$ cat src/rtl/io_key_dev_pkg.sv
// Shared definitions for the KEY/SW memory-mapped responder: register map,
// control-register bit positions and the per-group flag update rule.
package io_key_dev_pkg;

  localparam logic [15:0] IO_KDATA = 16'hFFF0;
  localparam logic [15:0] IO_SDATA = 16'hFFF2;
  localparam logic [15:0] IO_KCTRL = 16'hFFF4;
  localparam logic [15:0] IO_SCTRL = 16'hFFF6;

  localparam int unsigned CTRL_RDY = 0;
  localparam int unsigned CTRL_OVR = 1;
  localparam int unsigned CTRL_IE  = 4;

  typedef enum logic [2:0] {
    REG_NONE,
    REG_KDATA,
    REG_SDATA,
    REG_KCTRL,
    REG_SCTRL
  } reg_sel_e;

  typedef struct packed {
    logic ie;
    logic ovr;
    logic rdy;
  } ctrl_flags_t;

  // A change event always wins over a clear of RDY in the same cycle; a
  // change while RDY stays set means an unread value was lost.
  function automatic ctrl_flags_t ctrl_next(ctrl_flags_t cur, logic chg,
                                            logic rd_clr, logic wr,
                                            logic d_rdy, logic d_ovr,
                                            logic d_ie);
    ctrl_flags_t nxt;
    logic        rdy_clr;
    rdy_clr = rd_clr | (wr & ~d_rdy);
    nxt.rdy = chg | (cur.rdy & ~rdy_clr);
    nxt.ovr = (chg & cur.rdy & ~rdy_clr) | (cur.ovr & ~(wr & ~d_ovr));
    nxt.ie  = wr ? d_ie : cur.ie;
    return nxt;
  endfunction

  function automatic logic [7:0] ctrl_word(ctrl_flags_t f);
    logic [7:0] w;
    w           = '0;
    w[CTRL_RDY] = f.rdy;
    w[CTRL_OVR] = f.ovr;
    w[CTRL_IE]  = f.ie;
    return w;
  endfunction

endpackage

$ cat src/rtl/io_key_dev_if.sv
// Data-memory bus view seen by an I/O responder: M-stage address, load/store
// strobes, store data, and combinational read data plus select.
interface io_key_dev_if #(
  parameter int unsigned DBITS = 16
) ();

  logic [DBITS-1:0] addr;
  logic             re;
  logic             we;
  logic [DBITS-1:0] din;
  logic [DBITS-1:0] dout;
  logic             sel;

  modport master (output addr, output re, output we, output din,
                  input dout, input sel);
  modport slave  (input addr, input re, input we, input din,
                  output dout, output sel);

endinterface

$ cat src/rtl/io_key_dev_debounce_sync.sv
// Two-flop synchronizer followed by a stability counter; the debounced level
// only moves after the synced value has differed for DEBCYC consecutive edges.
module debounce_sync #(
  parameter int unsigned      WIDTH  = 4,
  parameter int unsigned      DEBCYC = 100000,
  parameter logic [WIDTH-1:0] RSTVAL = '0
) (
  input  logic             clk,
  input  logic             reset,
  input  logic [WIDTH-1:0] raw_i,
  output logic [WIDTH-1:0] level,
  output logic             changed
);

  localparam int unsigned         CNT_W    = $clog2(DEBCYC);
  localparam logic [CNT_W-1:0]    CNT_LAST = CNT_W'(DEBCYC - 1);

  logic [WIDTH-1:0] sync1_q, sync2_q;
  logic [WIDTH-1:0] level_q, level_d;
  logic [CNT_W-1:0] cnt_q, cnt_d;

  // changed is the edge-coincident strobe: high in the cycle whose edge
  // loads the new level, so consumers update on the same edge.
  always_comb begin
    cnt_d   = '0;
    level_d = level_q;
    changed = 1'b0;
    if (sync2_q != level_q) begin
      if (cnt_q == CNT_LAST) begin
        level_d = sync2_q;
        changed = 1'b1;
      end else begin
        cnt_d = cnt_q + CNT_W'(1);
      end
    end
  end

  always_ff @(posedge clk) begin
    if (reset) begin
      sync1_q <= RSTVAL;
      sync2_q <= RSTVAL;
      level_q <= RSTVAL;
      cnt_q   <= '0;
    end else begin
      sync1_q <= raw_i;
      sync2_q <= sync1_q;
      level_q <= level_d;
      cnt_q   <= cnt_d;
    end
  end

  assign level = level_q;

endmodule

$ cat src/rtl/io_key_dev.sv
// KEY/SW responder on the data-memory bus: debounced data registers, per-group
// RDY/OVR/IE control registers, combinational read mux and registered irq.
module io_key_dev
  import io_key_dev_pkg::*;
#(
  parameter int unsigned DBITS  = 16,
  parameter int unsigned DEBCYC = 100000,
  parameter int unsigned KBITS  = 4,
  parameter int unsigned SBITS  = 10
) (
  input  logic             clk,
  input  logic             reset,
  io_key_dev_if.slave      bus,
  input  logic [KBITS-1:0] key,
  input  logic [SBITS-1:0] sw,
  output logic             irq
);

  logic [KBITS-1:0] k_level;
  logic [SBITS-1:0] s_level;
  logic             k_changed, s_changed;
  reg_sel_e         reg_sel;
  ctrl_flags_t      kflags_q, kflags_d;
  ctrl_flags_t      sflags_q, sflags_d;
  logic             irq_q, irq_d;
  logic             k_rd_clr, s_rd_clr, k_wr, s_wr;
  logic             unused_din;

  // Keys are active-low, so they rest at all-ones.
  debounce_sync #(
    .WIDTH  (KBITS),
    .DEBCYC (DEBCYC),
    .RSTVAL ({KBITS{1'b1}})
  ) u_key_deb (
    .clk     (clk),
    .reset   (reset),
    .raw_i   (key),
    .level   (k_level),
    .changed (k_changed)
  );

  debounce_sync #(
    .WIDTH  (SBITS),
    .DEBCYC (DEBCYC),
    .RSTVAL ({SBITS{1'b0}})
  ) u_sw_deb (
    .clk     (clk),
    .reset   (reset),
    .raw_i   (sw),
    .level   (s_level),
    .changed (s_changed)
  );

  always_comb begin
    reg_sel = REG_NONE;
    if      (bus.addr == DBITS'(IO_KDATA)) reg_sel = REG_KDATA;
    else if (bus.addr == DBITS'(IO_SDATA)) reg_sel = REG_SDATA;
    else if (bus.addr == DBITS'(IO_KCTRL)) reg_sel = REG_KCTRL;
    else if (bus.addr == DBITS'(IO_SCTRL)) reg_sel = REG_SCTRL;
  end

  assign bus.sel = (reg_sel != REG_NONE);

  always_comb begin
    bus.dout = '0;
    case (reg_sel)
      REG_KDATA: bus.dout = DBITS'(k_level);
      REG_SDATA: bus.dout = DBITS'(s_level);
      REG_KCTRL: bus.dout = DBITS'(ctrl_word(kflags_q));
      REG_SCTRL: bus.dout = DBITS'(ctrl_word(sflags_q));
      default:   bus.dout = '0;
    endcase
  end

  // Stores to DATA registers fall through here untouched.
  assign k_rd_clr = bus.re & (reg_sel == REG_KDATA);
  assign s_rd_clr = bus.re & (reg_sel == REG_SDATA);
  assign k_wr     = bus.we & (reg_sel == REG_KCTRL);
  assign s_wr     = bus.we & (reg_sel == REG_SCTRL);

  always_comb begin
    kflags_d = ctrl_next(kflags_q, k_changed, k_rd_clr, k_wr,
                         bus.din[CTRL_RDY], bus.din[CTRL_OVR], bus.din[CTRL_IE]);
    sflags_d = ctrl_next(sflags_q, s_changed, s_rd_clr, s_wr,
                         bus.din[CTRL_RDY], bus.din[CTRL_OVR], bus.din[CTRL_IE]);
    irq_d    = (kflags_q.rdy & kflags_q.ie) | (sflags_q.rdy & sflags_q.ie);
  end

  always_ff @(posedge clk) begin
    if (reset) begin
      kflags_q <= '0;
      sflags_q <= '0;
      irq_q    <= 1'b0;
    end else begin
      kflags_q <= kflags_d;
      sflags_q <= sflags_d;
      irq_q    <= irq_d;
    end
  end

  assign irq        = irq_q;
  assign unused_din = ^bus.din;

endmodule

$ cat src/flat_wrapper.sv
// flat-port wrapper written by rule: the top's interface ports become plain ports
module io_key_dev_flat import io_key_dev_pkg::*;
#(
  parameter int unsigned DBITS  = 16,
  parameter int unsigned DEBCYC = 100000,
  parameter int unsigned KBITS  = 4,
  parameter int unsigned SBITS  = 10
)
  (clk, reset, key, sw, irq, bus_addr, bus_re, bus_we, bus_din, bus_dout, bus_sel);
  io_key_dev_if #(.DBITS(DBITS)) bus_i ();
  input  logic clk;
  input  logic reset;
  input  logic [KBITS-1:0] key;
  input  logic [SBITS-1:0] sw;
  output logic irq;
  input wire logic [$bits(bus_i.addr)-1:0] bus_addr;
  input wire logic [$bits(bus_i.re)-1:0] bus_re;
  input wire logic [$bits(bus_i.we)-1:0] bus_we;
  input wire logic [$bits(bus_i.din)-1:0] bus_din;
  output wire logic [$bits(bus_i.dout)-1:0] bus_dout;
  output wire logic [$bits(bus_i.sel)-1:0] bus_sel;
  assign bus_i.addr = bus_addr;
  assign bus_i.re = bus_re;
  assign bus_i.we = bus_we;
  assign bus_i.din = bus_din;
  assign bus_dout = bus_i.dout;
  assign bus_sel = bus_i.sel;
  io_key_dev #(.DBITS(DBITS), .DEBCYC(DEBCYC), .KBITS(KBITS), .SBITS(SBITS)) u_core (.clk(clk), .reset(reset), .bus(bus_i), .key(key), .sw(sw), .irq(irq));
endmodule
$ cat config.mk
export PLATFORM = sky130hd
export DESIGN_NAME = io_key_dev_flat
export DESIGN_NICKNAME = d
export VERILOG_FILES = /design/src/rtl/io_key_dev_pkg.sv /design/src/rtl/io_key_dev_if.sv /design/src/rtl/io_key_dev_debounce_sync.sv /design/src/rtl/io_key_dev.sv /design/src/flat_wrapper.sv
export SDC_FILE = /design/constraint.sdc
export NUM_CORES = 1
export LEC_CHECK = 0
export CAP_MARGIN = 5
export CORE_MARGIN = 2
export CORE_UTILIZATION = 47
export DETAILED_ROUTE_END_ITERATION = 7
export PLACE_DENSITY = 0.85
export SLEW_MARGIN = 20
export SYNTH_ARGS = -nofsm -noshare
export SYNTH_HDL_FRONTEND = slang
export SYNTH_SLANG_ARGS = --single-unit
$ cat constraint.sdc
create_clock -name clk -period 1.9 [get_ports clk]
set_input_delay 0.285 -clock clk [delete_from_list [all_inputs] [get_ports clk]]
set_output_delay 0.285 -clock clk [all_outputs]
set_load 0.02 [all_outputs]
==> flow_metrics.tcl, run 1 <==
set metrics [dict create \
    min_period_over_period_pct 101.8 \
    crit_path_end "bus_dout[9]" \
    synth.largest_area_cell "dfxtp_1" \
    cts_hold_buf 0 \
    drive_gt1_share_pct 17.98 \
    critPathRequiredTime_ps 1620 \
    root_buffer "clkbuf_8" \
    status "complete, but fails checks" \
    async_flop_share_pct 0 \
    whs_path_depth 3 \
    port_buffers 48 \
    hp-class "primary input to flop" \
    dr.pass1.iters 5 \
    detail_route.wl_per_cell_um 14.07 \
    cp-end-kind "primary output" \
    worst_pin_slew_ps 479.9 \
    drv_cap 0 \
    clock_sinks 83 \
    final_cell_mix "dfxtp_1 (83), nor2_1 (44), nor2b_1 (30)" \
    num_antenna_cells 0 \
    ant_nets 0 \
    netlist_area_mm2 0.003807 \
    synth_warnings 0 \
    dieArea_mm2 0.008837 \
    drc 0 \
    syn-instance-count 430 \
    violations "negative setup slack" \
    critPathLaunch "bus_addr[3]" \
    setup_viol 1 \
    cts_tree "done" \
    numCtsBuffers 9 \
    ctsHtreeMaxLevel 3 \
    hold_viol 0 \
    multi_input_area_mm2 0.002009 \
    final_common_cell "dfxtp_1" \
    max_freq_mhz 517.2 \
    reg2reg_slack_ps 120 \
    start_kind "primary input" \
    p_per_area_mw_per_mm2 711.8 \
    min_period_ps 1933 \
    yosysSeqAreaShare_pct 43.64 \
    clock_path_buffers 2 \
    vias 3345 \
    syn_area_per_cell_um2 8.854 \
    ir_drop_mv 0.4319 \
    finClkSkew_ps 16.83 \
    clk-insertion-delay-late_ps 350 \
    synth-edff-count 0 \
    die_h_um 94.01 \
    gp_congestion 0.8522 \
    worstSetupPathType "primary input to primary output" \
    synthToLayoutAreaGrowth_pct 24.52 \
    antenna_found_initial 0 \
    setup-tns-final_ps -33.35 \
    grt_pass1_wl_um 13720 \
    timing.hold.ws_ps 343.4 \
    synth_flop_cell "dfxtp_1" \
    critPathMaxFanout 4 \
    power_mw 3.374 \
    reg2reg_from "u_core.u_key_deb.cnt_q[15]" \
    yosysTopAreaCellShare_pct 43.64 \
    drt-vias-per-instance 5.603 \
    worstPathArrival_ps 1650 \
    synth_cell_type_count 42 \
    initial_core_util_pct 48.77 \
    maxSlewViolCount 0 \
    grt.total_usage_pct 19.53 \
    rr_worst_depth 5 \
    clk_pin_slew_worst_paths_ps 90 \
    synth_seq_cells 83 \
    seqCellArea_mm2 0.001662 \
    ios 68 \
    hpwl_um 5879 \
    grt_pass1_vias 3079 \
    fillers 639 \
    slew_headroom_pct 67.57 \
    nNetsFinal 542 \
    r2r_end "u_core.u_key_deb.cnt_q[15]" \
    gr-total-overflow 0 \
    layout_setup_ws_ps -33.35 \
    dpl-instance-area_mm2 0.004488 \
    coreArea_mm2 0.007807 \
    drtIter0Drc 246 \
    final_area_mm2 0.004741 \
    grt_max_degree 35 \
    rows 32 \
    ys_top_cells_by_area "dfxtp_1 (44%), xnor2_1 (6.2%), nor2b_1 (4.9%)" \
    leakage_nw 1.635 \
    rsz0062_at_grt "true" \
    die_x_um 94.01 \
    routed_wl_um 8397 \
]
-- flip-flops by register name (all words and copies together) (netlist names), 4 cells and up --
name / count
u_core.u_key_deb.cnt_q: 17
u_core.u_key_deb.level: 4
u_core.u_key_deb.sync1_q: 4
u_core.u_key_deb.sync2_q: 4
u_core.u_sw_deb.cnt_q: 17
u_core.u_sw_deb.level: 10
u_core.u_sw_deb.sync1_q: 10
u_core.u_sw_deb.sync2_q: 10
-- where the power goes --
group	switching (mW)	total, mW	internal, mW
registers	0.0202	1.79	1.77
clock network	0.678	1.31	0.628
logic	0.148	0.274	0.126
-- cells by family after synthesis --
kind of cell | synth area share, %
AND/OR/NAND/NOR | 28.82
flip-flops | 43.64
AO/OA/AOI/OAI | 10.16
buffers and inverters | 5.915
XOR/XNOR | 8.741
multiplexers | 1.972
adder cells (fa/ha/maj) | 0.6571
other | 0.09849
-- what timing repair did --
action                     4_1_cts  5_1_grt
resized for setup               94       25
gates cloned                     1        0
setup endpoints to repair       19       12
buffers inserted                 2        2
pin swaps                        6        4
-- synthesized netlist by cell type (all sizes together), types with 2 or more instances --
cell	count
nand4	27
and4b	2
nand4b	2
nand3	21
nor4b	3
and3	4
and4	6
nor2	44
or4	5
a21oi	10
and2	5
nor3	7
inv	22
xnor2	27
dfxtp	83
o21ai	8
nor4	9
mux2i	3
o41ai	2
mux4	2
clkbuf	18
or3	6
o31ai	5
or2	8
buf	12
nor2b	30
o311ai	21
xor2	11
ha	2
nand2	14
-- layout make-up --
class	count	area share, %
inverters	22	2.085
clock inverters	7	1.715
clock buffers	9	2.613
repair buffers	74	13.46
multi-input cells	300	42.39
flip-flops and latches	83	35.05
well taps	102	2.692
-- worst max-delay path: stages --
cell      delay, ps
buf_6            90
nand4b_1        150
or4_4           520
buf_8           160
nor4_4          260
buf_4           180
-- metal layers --
metal	wire length (µm)	part of all wire (%)	vias to the layer above	GRT usage (%)
met5	0	0	-	0
met4	187	2.2	0	9.783
met3	587	7.0	19	4.655
met2	3978	47	156	31.49
met1	3643	43	1519	24.37
li1	-	-	1651	-
-- worst min path at each step --
| stage | start | endpoint | slack (ps) |
|---|---|---|---|
| after floorplan | key[0] | u_core.u_key_deb.sync1_q[0] | 390 |
| after global placement | u_core.u_key_deb.sync1_q[2] | u_core.u_key_deb.sync2_q[2] | 390 |
| after detailed placement | u_core.u_key_deb.sync1_q[1] | u_core.u_key_deb.sync2_q[1] | 390 |
| after CTS | reset | u_core.u_key_deb.level[0] | 330 |
| after global routing | reset | u_core.u_key_deb.level[0] | 350 |
| final | reset | u_core.u_key_deb.level[0] | 340 |
-- stage by stage --
stage	worst slack, ps	utilization (%)	instances
2_1_floorplan	-29.20	-	435
3_3_place_gp	-722.3	57.48	576
3_5_place_dp	-734.5	57.48	576
4_1_cts	-25.16	59.63	595
5_1_grt	-70.52	60.72	597
6_report	-33.35	60.72	597
(Power assumes the default switching activity.)
==> inputs of run 2 (changes only) <==
==> constraint.sdc (replaced) <==
create_clock -name clk -period 1.9 [get_ports clk]
set_input_delay 0.475 -clock clk [delete_from_list [all_inputs] [get_ports clk]]
set_output_delay 0.475 -clock clk [all_outputs]
set_load 0.02 [all_outputs]
==> flow_metrics.tcl, run 2 (synthesis gave the netlist of run 1 again) <==
set metrics [dict create \
    ir_drop_mv 0.5845 \
    clock_path_buffers 2 \
    worstSetupPathType "primary input to primary output" \
    rsz0062_at_grt "true" \
    path_buf_inv 3 \
    dr.pass1.iters 4 \
    crit_path_top_delay_cell "or4_4" \
    finClkSkew_ps 15.09 \
    worstPathArrival_ps 1870 \
    cp-end-kind "primary output" \
    coreArea_mm2 0.007807 \
    min_period_ps 2341 \
    finalNonFillerCells 610 \
    ios 68 \
    clk_pin_slew_worst_paths_ps 90 \
    path_cells "buf_6, nand4b_1, or4_4, buf_12, nor4_4, buf_4" \
    hpwl_um 6128 \
    min_period_over_period_pct 123.2 \
    grt.total_usage_pct 20.30 \
    clk-insertion-delay-late_ps 360 \
    cts_tree "done" \
    p_per_area_mw_per_mm2 686.6 \
    root_buffer "clkbuf_8" \
    dieArea_mm2 0.008837 \
    critical_path.max_stage_delay_ps 530 \
    hold_viol 0 \
    port_buffers 48 \
    nNetsFinal 555 \
    drtIter0Drc 235 \
    place_inst 587 \
    max_freq_mhz 427.2 \
    drive_gt1_share_pct 20.47 \
    largestRegisters "u_core.u_key_deb.cnt_q (17), u_core.u_sw_deb.cnt_q (17)" \
    status "complete, but fails checks" \
    synthToLayoutAreaGrowth_pct 30.63 \
    setup_viol 12 \
    maxSlewViolCount 0 \
    die_h_um 94.01 \
    gr-total-overflow 0 \
    num_antenna_cells 0 \
    critPathRequiredTime_ps 1420 \
    cts_hold_buf 0 \
    critPathMaxFanout 5 \
    final_cell_mix "dfxtp_1 (83), nor2_1 (43), buf_4 (34), nor2b_1 (30)" \
    detail_route.wl_per_cell_um 14.24 \
    hp-class "flop to flop" \
    layout_setup_ws_ps -440.8 \
    critPathTopFamily "simple AND/OR/NAND/NOR gates" \
    rows 32 \
    fillers 607 \
    die_x_um 94.01 \
    drv_cap 0 \
    routed_wl_um 8684 \
    rr_worst_depth 5 \
    violations "negative setup slack" \
    finish.utilization_pct 63.70 \
    clock_sinks 83 \
    vias 3349 \
    final_common_cell "dfxtp_1" \
    gp_congestion 0.8478 \
    grt_pass1_wl_um 14140 \
    antenna_found_initial 0 \
    initial_core_util_pct 48.77 \
    whs_path_depth 1 \
    drt-vias-per-instance 5.490 \
    ant_nets 0 \
    grt_max_degree 55 \
    start_kind "primary input" \
    ctsHtreeMaxLevel 3 \
    leakage_nw 1.748 \
    grt_pass1_vias 3166 \
    numCtsBuffers 9 \
    crit_cells 6 \
    drc 0 \
]
run 2: repair_timing:
item | CTS | global route
endpoints found under the setup margin | 18 | 23
gates cloned | 1 | 0
setup buffers | 5 | 4
pin swaps | 9 | 4
gates resized for setup | 107 | 12
hold endpoints to repair | 0 | 0
run 2: path summary, 6_finish.rpt:
kind / endpoint / start / slack, ps
setup / recovery: bus_dout[7] / bus_addr[3] / -440
hold / removal: u_core.u_key_deb.sync2_q[2] / u_core.u_key_deb.sync1_q[2] / 420
setup reg to reg: u_core.u_sw_deb.level[9] / u_core.u_sw_deb.cnt_q[7] / 110
hold reg to reg: u_core.u_key_deb.sync2_q[2] / u_core.u_key_deb.sync1_q[2] / 420
run 2: through the flow:
step / hold WS (ps) / total power, mW / area (µm²) / worst slack (ps) / TNS, ps
2_1_floorplan: 389.5 / 1.995 / 3956 / -255.4 / -2442
3_3_place_gp: 391.9 / 2.126 / 4684 / -1102 / -15520
3_5_place_dp: 398.5 / 2.137 / 4684 / -1184 / -16820
4_1_cts: 418.7 / 3.432 / 4937 / -438.1 / -4123
5_1_grt: 434.3 / 3.550 / 4974 / -464.1 / -4094
6_report: 415.4 / 3.415 / 4974 / -440.8 / -3814
run 2: report_power, final:
group	switching [mW]	internal, mW
clock network	0.688	0.630
registers	0.0191	1.77
logic	0.158	0.146
total	0.865	2.55
run 2: metal layers:
metal	vias up	track usage [%]	share of wire, %
met5	-	0	0
met4	0	7.126	1.4
met3	13	5.056	5.3
met2	116	35.06	51
met1	1543	24.47	42
li1	1677	-	-
run 2: area by class of cell:
class | instances | area [µm²] | share of cell area [%]
clock buffers | 9 | 123.9 | 2.491
well taps | 102 | 127.6 | 2.566
multi-input cells | 300 | 2072 | 41.66
flip-flops and latches | 83 | 1662 | 33.41
repair buffers | 87 | 810.8 | 16.30
clock inverters | 7 | 82.58 | 1.660
inverters | 22 | 95.09 | 1.912
